$ cat config.mk
export PLATFORM = sky130hd
export DESIGN_NAME = sync_mod10
export DESIGN_NICKNAME = d
export VERILOG_FILES = /design/src/rtl/sync_mod10.sv
export SDC_FILE = /design/constraint.sdc
export NUM_CORES = 1
export LEC_CHECK = 0
export CORE_AREA = 2 2 39 41
export DETAILED_ROUTE_END_ITERATION = 8
export DIE_AREA = 0 0 41 43
export MAX_ROUTING_LAYER = met4
export PLACE_DENSITY_LB_ADDON = 0.05
export RECOVER_POWER = 25
export SYNTH_ARGS = -nofsm -noshare
export SYNTH_HDL_FRONTEND = slang
export SYNTH_SLANG_ARGS = --single-unit
$ cat constraint.sdc
create_clock -name clk -period 1.6 [get_ports clk]
set_clock_uncertainty 0.1 [all_clocks]
set_input_delay 0.24 -clock clk [delete_from_list [all_inputs] [get_ports clk]]
set_output_delay 0.24 -clock clk [all_outputs]
set_load 0.01 [all_outputs]
$ cat src/rtl/sync_mod10.sv
// Synchronous mod-MODULUS (decade by default) counter with a terminal-count decode.
// Define SYNC_MOD10_SEG_EN to add a 7-segment output decoded from the count.
module sync_mod10 #(
    parameter int MODULUS = 10,
    parameter int WIDTH   = 4
) (
    input  logic             clk,
    input  logic             reset,
    output logic [WIDTH-1:0] q,
    output logic             tc
`ifdef SYNC_MOD10_SEG_EN
    ,
    output logic [6:0]       seg
`endif
);

    localparam logic [WIDTH-1:0] LAST = WIDTH'(MODULUS - 1);

    logic [WIDTH-1:0] q_nxt;

`ifdef SYNC_MOD10_SEG_EN
    // Active-high {g,f,e,d,c,b,a}; anything outside 0..9 is blanked.
    function automatic logic [6:0] seg_code(input logic [WIDTH-1:0] v);
        logic [6:0] code;
        case (int'(v))
            0:       code = 7'h3F;
            1:       code = 7'h06;
            2:       code = 7'h5B;
            3:       code = 7'h4F;
            4:       code = 7'h66;
            5:       code = 7'h6D;
            6:       code = 7'h7D;
            7:       code = 7'h07;
            8:       code = 7'h7F;
            9:       code = 7'h6F;
            default: code = 7'h00;
        endcase
        return code;
    endfunction
`endif

    // Terminal value and every illegal value both fold back to zero.
    always_comb begin
        q_nxt = q + WIDTH'(1);
        if (q >= LAST) begin
            q_nxt = '0;
        end
    end

    always_ff @(posedge clk or negedge reset) begin
        if (!reset) begin
            q <= '0;
        end else begin
            q <= q_nxt;
        end
    end

    assign tc = (q == LAST);

`ifdef SYNC_MOD10_SEG_EN
    assign seg = seg_code(q);
`endif

endmodule

==> run metrics, run 1 <==
Pwr Total 226 uW; Worst Path Required approximately 1.3 ns; Final Non-Filler Cells 49; clock sink count 4; Worst Hold Class primary input to async pin; antenna violations before repair 0; Hold-fix buffers, CTS 0; CP top delay family buffers and inverters; Routed Antenna Nets 0; top cells by count, synth 4 x dfrtp_1, 3 x ha_1, 3 x inv_1; Worst Tran Pin Value between 0.15 and 0.2 ns; area grow syn2layout 64.9%; synth top area cells dfrtp_1 47%, ha_1 18%, a21boi_2 5.3%; layout cells sized above 1 33.3%; pwr dens 641 mW/mm^2; # IOs 7; Placed Area 332 sq um; fin crit share 92.2%; Critical Path End Type primary output; antenna cells 0; leakage power total slightly below 0.2 nW; Worst slew margin 87.7%; # rows 14; WP buf/inv 1; Largest regs q (4); Slew Viols, Final 0; Place WS -0.000577 ns; CP cell instances clkdlybuf4s50_1; Yosys cell types 12; detailed placement HPWL 353 um; DRC viols 0; post-CTS setup buffers 0; vias in the first global route approximately 180; post-synthesis cell count 19; Fin Setup TNS 0 ns; FMAX 0.678 GHz; die height ~43 um; run status finished clean; critical path class flop to primary output; Synth Cell Area 214 sq um; drt pass-1 iters 2; RSZ-0062 raised after global routing no; placed cell count 46; Largest Register q; die footprint 0.00176 sq mm; worst skew pair latency between 0.2 and 0.25 ns; # nets final 40; drt total wl 428 um; Port Buffers 6; Most used DFF post-synth dfrtp_1; CTS root buffer clkbuf_4; Worst EP arrival 1.13 ns; first-pass GRT wire length ~750 um; dominant cell type by area after synthesis dfrtp_1; largest net degree at the start of global routing 6; CP startpoint kind flop; core area 0.00138 sq mm; Worst-path clk slew roughly 0.040 ns; count leader, synth dfrtp_1; effective utilization at floorplan 15.5%; register area share after synthesis 46.8%; R2R Setup Slk between 0.1 and 0.15 ns; Total GRT Usage around 7%; wire per inst 8.73 um; average cell area after synthesis 11.3 sq um; Tmin final 1.47 ns; Design Area, Final 353 sq um; max cap viols 0; Final Hold Vio Count 0; gpl congestion 0.665; htree depth 1; Initial DRC Count 1; CP Max Fanout 3; post-synthesis register bit count 4; CP max stage delay roughly 0.54 ns; asr flop ratio synth 100%; warnings from Yosys 0; grt ovf 0; fin worst setup slack ~0.13 ns; VDD IR max 0.444 mV; Max clock buf depth 2; Num CTS Buffers 3; max FFs per register 4; synthesized net count 24; vias per cell about 3.4; Crit-path slowest cell clkdlybuf4s50_1; via count about 170; CTS tree yes; share of the synthesized area in the top cell type 46.8%; EDFF count, synth 0; die width 41 um; endpoints failing setup 0
==> per-stage QoR <==
stage	util [%]	hold WS [ns]
2_1_floorplan	-	-0.156
3_3_place_gp	24.0	0.353
3_5_place_dp	24.0	0.357
4_1_cts	25.4	0.106
5_1_grt	25.5	0.183
6_report	25.5	0.179
==> routing by layer <==
| metal | global-route usage [%] | wire, um |
|---|---|---|
| met5 | - | 0 |
| met4 | 0 | 0 |
| met3 | 7.85 | 35 |
| met2 | 9.06 | 194 |
| met1 | 8.17 | 198 |
==> kinds of logic after synthesis <==
group	Yosys count	synth area share, %
AO/OA/AOI/OAI	3	10.5
multiplexers	1	4.68
buffers and inverters	3	5.26
flip-flops	4	46.8
AND/OR/NAND/NOR	4	11.1
XOR/XNOR	1	4.09
adder cells (fa/ha/maj)	3	17.5
==> path summary, 6_finish.rpt <==
kind	from	end	cells after the start
max	q[3]	q[3]	1
min	reset	q[3]	1
max reg2reg	q[0]	q[0]	4
min reg2reg	q[0]	q[0]	2
max in group asynchronous	reset	q[2]	1
min in group clk	q[0]	q[0]	2
==> report_power, final <==
part / internal, mW / switching [mW]
sequential: 0.102 / 0
clock: 0.0836 / 0.0375
combinational: 0.00168 / 0.00176
==> cell usage in the layout (no fill, tap or decap) <==
cell type        Yosys  final
a21boi_2             1      1
a21oi_1              1      1
buf_4                0      5
clkbuf_2             0      1
clkbuf_4             0      3
clkdlybuf4s50_1      0      1
dfrtp_1              4      4
dlygate4sd2_1        0      1
dlygate4sd3_1        0      1
dlymetal6s2s_1       0      2
ha_1                 3      3
inv_1                3      3
mux2i_1              1      1
nand2_1              1      1
nand3_1              1      1
nor2_1               1      1
o22ai_1              1      1
or3b_4               1      1
xnor2_1              1      1
==> what timing repair did <==
item / in CTS / in global routing
gates cloned: 0 / 0
endpoints found under the hold margin: 0 / 0
setup endpoints to repair: 2 / 3
gates resized for setup: 2 / 4
==> area by class of cell <==
| type | instances | area (sq um) |
|---|---|---|
| clock buffer | 3 | 22.5 |
| timing repair buffer | 11 | 96.3 |
| fill | 153 | 1030 |
| inverter | 3 | 11.3 |
| sequential | 4 | 100 |
| tap | 16 | 20.0 |
| multi-input combinational | 12 | 103 |
(Power assumes the default switching activity.)
==> run 2: changes to the inputs <==
--- a/config.mk
+++ b/config.mk
@@ -8,6 +8,7 @@
 export CORE_AREA = 2 2 39 41
 export DETAILED_ROUTE_END_ITERATION = 8
 export DIE_AREA = 0 0 41 43
+export GPL_ROUTABILITY_DRIVEN = 0
 export MAX_ROUTING_LAYER = met4
 export PLACE_DENSITY_LB_ADDON = 0.05
 export RECOVER_POWER = 25
==> results of run 2 <==
The final DEF is identical to that of run 1; final timing and power are the same.
==> edit 1, RTL diff (config.mk and constraints of run 2) <==
Put a register stage on the output `tc`, cleared by the reset. The value now appears one clock later. The other outputs are not delayed to match.
--- a/src/rtl/sync_mod10.sv
+++ b/src/rtl/sync_mod10.sv
@@ -57,3 +57,9 @@
 
-    assign tc = (q == LAST);
+    always_ff @(posedge clk or negedge reset) begin
+        if (!reset) begin
+            tc <= '0;
+        end else begin
+            tc <= (q == LAST);
+        end
+    end
 
Behaviour: not the same (a bounded check fails within 10 cycles, from zero or initial values and one cycle with reset low).
==> edit 1 against run 2 <==
  * Sequential cell count increased by 1
  * Final area increased by 0.71%
  * Routed wire length increased by 22%
  * Sequential share of layout area increased by 7.5 points
  * Area after synthesis increased by 12%
  * Setup slack got worse by 0.067 ns
  * Power increased by 23%
  * Critical path type unchanged
  * Largest power group unchanged
  * Highest routed layer is now met4
==> edit 1: results <==
group,metric,value,unit
finish,reg_top3,"q (4), tc (1)",
route,routedWlPerCell,11.1,um
critical_path,critPathMaxFanout,5,
global_route,grt_start_max_net_pins,7,
place,dp_hpwl,410,um
timing,worst_pin_slew,0.246,ns
logic_synthesis,synth_common_cells,"5 x dfrtp_1, 3 x ha_1, 3 x inv_1",
critical_path,r2r_start,"q[1]",
logic_synthesis,synthTopCellsByArea,"dfrtp_1 52%, ha_1 16%, a21boi_2 4.7%, inv_1 4.7%, or3b_4 4.7%",
outcome,outcome,"completed",
finish,drive_above_1_share,25.8,%
power_and_ir_drop,ir_worst_vdd,0.000191,V
route,vias,191,
global_route,grt_usage,8.45,%
place,place_area,327,um^2
logic_synthesis,seq_area_frac_synth,52.4,%
power_and_ir_drop,swShare,20.2,%
place,placedCellCount,43,
route,drt_wl_total,522,um
critical_path,crit_arrival,1.20,ns
logic_synthesis,synthesis.nets,25,
power_and_ir_drop,total_leakage_power,0.159,nW
global_route,grt_pass1_wl,862,um
finish,fillers,146,
clock_tree,cts_resized,1,
[edit 1: cell types whose count changed after synthesis, sizes merged]
cell,before,now
dfrtp,4,5
[edit 1: routing by layer]
layer	track usage, %	part of all wire [%]	vias to the layer above
li1	-	-	86
met2	10.9	49	8
met3	4.71	6.7	3
met1	8.41	38	94
met5	-	0	-
met4	8.00	5.6	0
[edit 1: worst max path at each step]
stage / cells after the start / endpoint / slack, ns
floorplan: 3 / q[0] / 0.21
global placement: 4 / q[0] / 0.19
detailed placement: 3 / q[0] / 0.17
CTS: 1 / q[2] / 0.0003
global route: 1 / q[2] / 0.01
finish: 1 / q[2] / 0.06
[edit 1: cell families after synthesis]
logic type	share of synthesized area [%]
adders and majority gates	15.7
xor gates and xnor gates	3.67
buffers and inverters	4.71
DFF	52.4
and+or+nand+nor	9.94
AOI/OAI and AO/OA	9.42
muxes	4.19
[edit 1: stage by stage]
step	setup slack, ns	hold slack, ns
global placement	0.191	0.396
global route	0.0144	0.210
finish	0.0586	0.192
floorplan	0.212	-0.156
CTS	0.000306	0.132
detailed placement	0.167	0.390
[edit 1: layout make-up]
cell class	instances	area (um^2)	share of cell area (%)
flip-flops and latches	5	128	35.9
clock buffers	4	26.3	7.39
inverters	3	11.3	3.17
repair buffers	7	67.6	19.0
well taps	16	20.0	5.63
multi-input cells	12	103	28.9
[edit 1: power by group through the flow]
| stage | clock network, mW | logic [mW] | registers [mW] |
|---|---|---|---|
| 2_1_floorplan | 0 | 0.0000000578 | 0.129 |
| 3_5_place_dp | 0 | 0.00491 | 0.129 |
| 3_3_place_gp | 0 | 0.00506 | 0.129 |
| 6_report | 0.148 | 0.00413 | 0.127 |
| 5_1_grt | 0.165 | 0.00503 | 0.127 |
| 4_1_cts | 0.155 | 0.00503 | 0.127 |
==> edit 2, RTL diff (settings of run 2) <==
Made on the original files. Set the parameter `WIDTH` to 6 (it was 4).
--- a/src/rtl/sync_mod10.sv
+++ b/src/rtl/sync_mod10.sv
@@ -4,3 +4,3 @@
     parameter int MODULUS = 10,
-    parameter int WIDTH   = 4
+    parameter int WIDTH   = 6
 ) (
Ports: changed (resized q); port bits go from 7 to 9. No check against the original RTL was run, so the function may have changed too.
==> edit 2 against run 2 <==
  * The flow now finishes with violations (setup timing)
  * Area after synthesis up 39%
  * Power is 68% higher
  * Sequential power grew 58%
  * First-iteration DRC count unchanged
  * Final cell count rose by 27%
  * Routed wire length grew 81%
  * Setup slack worse by 0.16 ns
  * Final area is 63% higher
  * Sequential cell count rose by 2
  * Non-clock buffer count is 7 higher
  * Combinational power rose to 21 times the old value
==> edit 2: results <==
group,metric,value,unit
place,place_area,475,um^2
finish,final_cells,62,
route,vias,271,
finish,utilization,41.6,%
global_route,grt_pass1_vias,302,
finish,reg_top3,"q (6)",
logic_synthesis,seq_area_frac_synth,50.4,%
power_and_ir_drop,swShare,24.4,%
outcome,outcome,"complete, but fails checks",
clock_tree,ctsRootBufferMaster,"clkbuf_4",
route,remaining_drc_errors,0,
clock_tree,clk_latency,0.24,ns
finish,max_flop_register,"q",
critical_path,critPathCapture,"q[2]",
critical_path,ff2ff_path_depth,4,
clock_tree,clk_pin_slew,0.05,ns
finish,drive_above_1_share,47.8,%
global_route,grt_usage,12.2,%
finish,fillers,137,
timing,setup_viol,3,
route,drtIter0Drc,1,
outcome,failed_checks,"setup timing",
critical_path,critPathMaxFanout,3,
logic_synthesis,synthArstFlopShare,100,%
hold_path,hold_path.class,"input pin to asynchronous set/reset pin",
logic_synthesis,synth.distinct_cells,13,
logic_synthesis,synth_common_cells,"6 x dfrtp_1, 3 x ha_1, 3 x inv_1",
clock_tree,cts-buffers-inserted,3,
power_and_ir_drop,ir_worst_vdd,0.000300,V
route,first_pass_iters,2,
critical_path,crit_arrival,1.67,ns
place,pre_cts_slack,-0.177,ns
place,placedCellCount,56,
critical_path,worst_setup_path_start_kind,"flop",
logic_synthesis,synth_area_per_cell,12.9,um^2
timing,tns,-0.0665,ns
clock_tree,clk_path_buf_depth,2,
clock_tree,cts_htree_levels,1,
timing,finalWorstSetupSlack,-0.0369,ns
finish,diodes,0,
power_and_ir_drop,total_leakage_power,0.263,nW
place,portBuffers,8,
global_route,antenna_found_initial,0,
logic_synthesis,synthTopCellsByArea,"dfrtp_1 50%, ha_1 13%, a2111oi_1 6.7%, a2111oi_2 5.0%, inv_1 3.8%",
logic_synthesis,synth_warnings,0,
finish,final_nets,52,
global_route,grt_start_max_net_pins,7,
place,dp_hpwl,575,um
route,drt_wl_total,776,um
global_route,grt_pass1_wl,1390,um
critical_path,r2r_start,"q[0]",
-- edit 2: kinds of logic (layout without fill, tap and decap cells) --
kind of cell,Yosys count,after routing,share of synthesized area [%]
DFF,6,6,50.4
xor gates and xnor gates,1,1,2.94
other,1,2,1.26
adders and majority gates,3,3,12.6
buffers and inverters,3,25,3.78
AOI/OAI and AO/OA,4,4,14.3
and+or+nand+nor,5,5,14.7
-- edit 2: worst min-delay path by stage --
stage	endpoint	slack, ns
6_report	q[5]	0.21
4_1_cts	q[5]	0.14
3_3_place_gp	q[4]	0.41
3_5_place_dp	q[5]	0.41
2_1_floorplan	q[0]	-0.16
5_1_grt	q[1]	0.22
-- edit 2: what timing repair did --
action / 4_1_cts / 5_1_grt
gates resized for setup: 19 / 1
pin swaps: 4 / 0
hold buffers: 0 / 0
setup buffers: 1 / 1
setup endpoints to repair: 8 / 5
-- edit 2: power groups by stage --
stage	logic, mW	registers, mW	clock network [mW]
6_report	0.0711	0.161	0.148
5_1_grt	0.0780	0.162	0.175
4_1_cts	0.0703	0.161	0.158
3_5_place_dp	0.0558	0.163	0
3_3_place_gp	0.0551	0.163	0
2_1_floorplan	0.0172	0.170	0
-- edit 2: critical path, cell delays in order (launching register included) --
cell       delay [ns]
dfrtp_2          0.43
ha_4             0.17
buf_6            0.11
or3b_4           0.42
a2111oi_4        0.30
-- edit 2: final cells by class --
class,count,area share (%)
clock buffers,4,4.57
inverters,3,1.96
multi-input cells,15,37.0
flip-flops and latches,6,26.3
well taps,16,3.48
repair buffers,18,26.7
-- edit 2: per-layer routing --
metal / global-route usage (%) / part of all wire, % / up-vias
met4: 6.00 / 0 / 0
li1: - / - / 130
met2: 17.5 / 51 / 7
met3: 3.14 / 3.1 / 0
met1: 15.4 / 45 / 134
met5: - / 0 / -
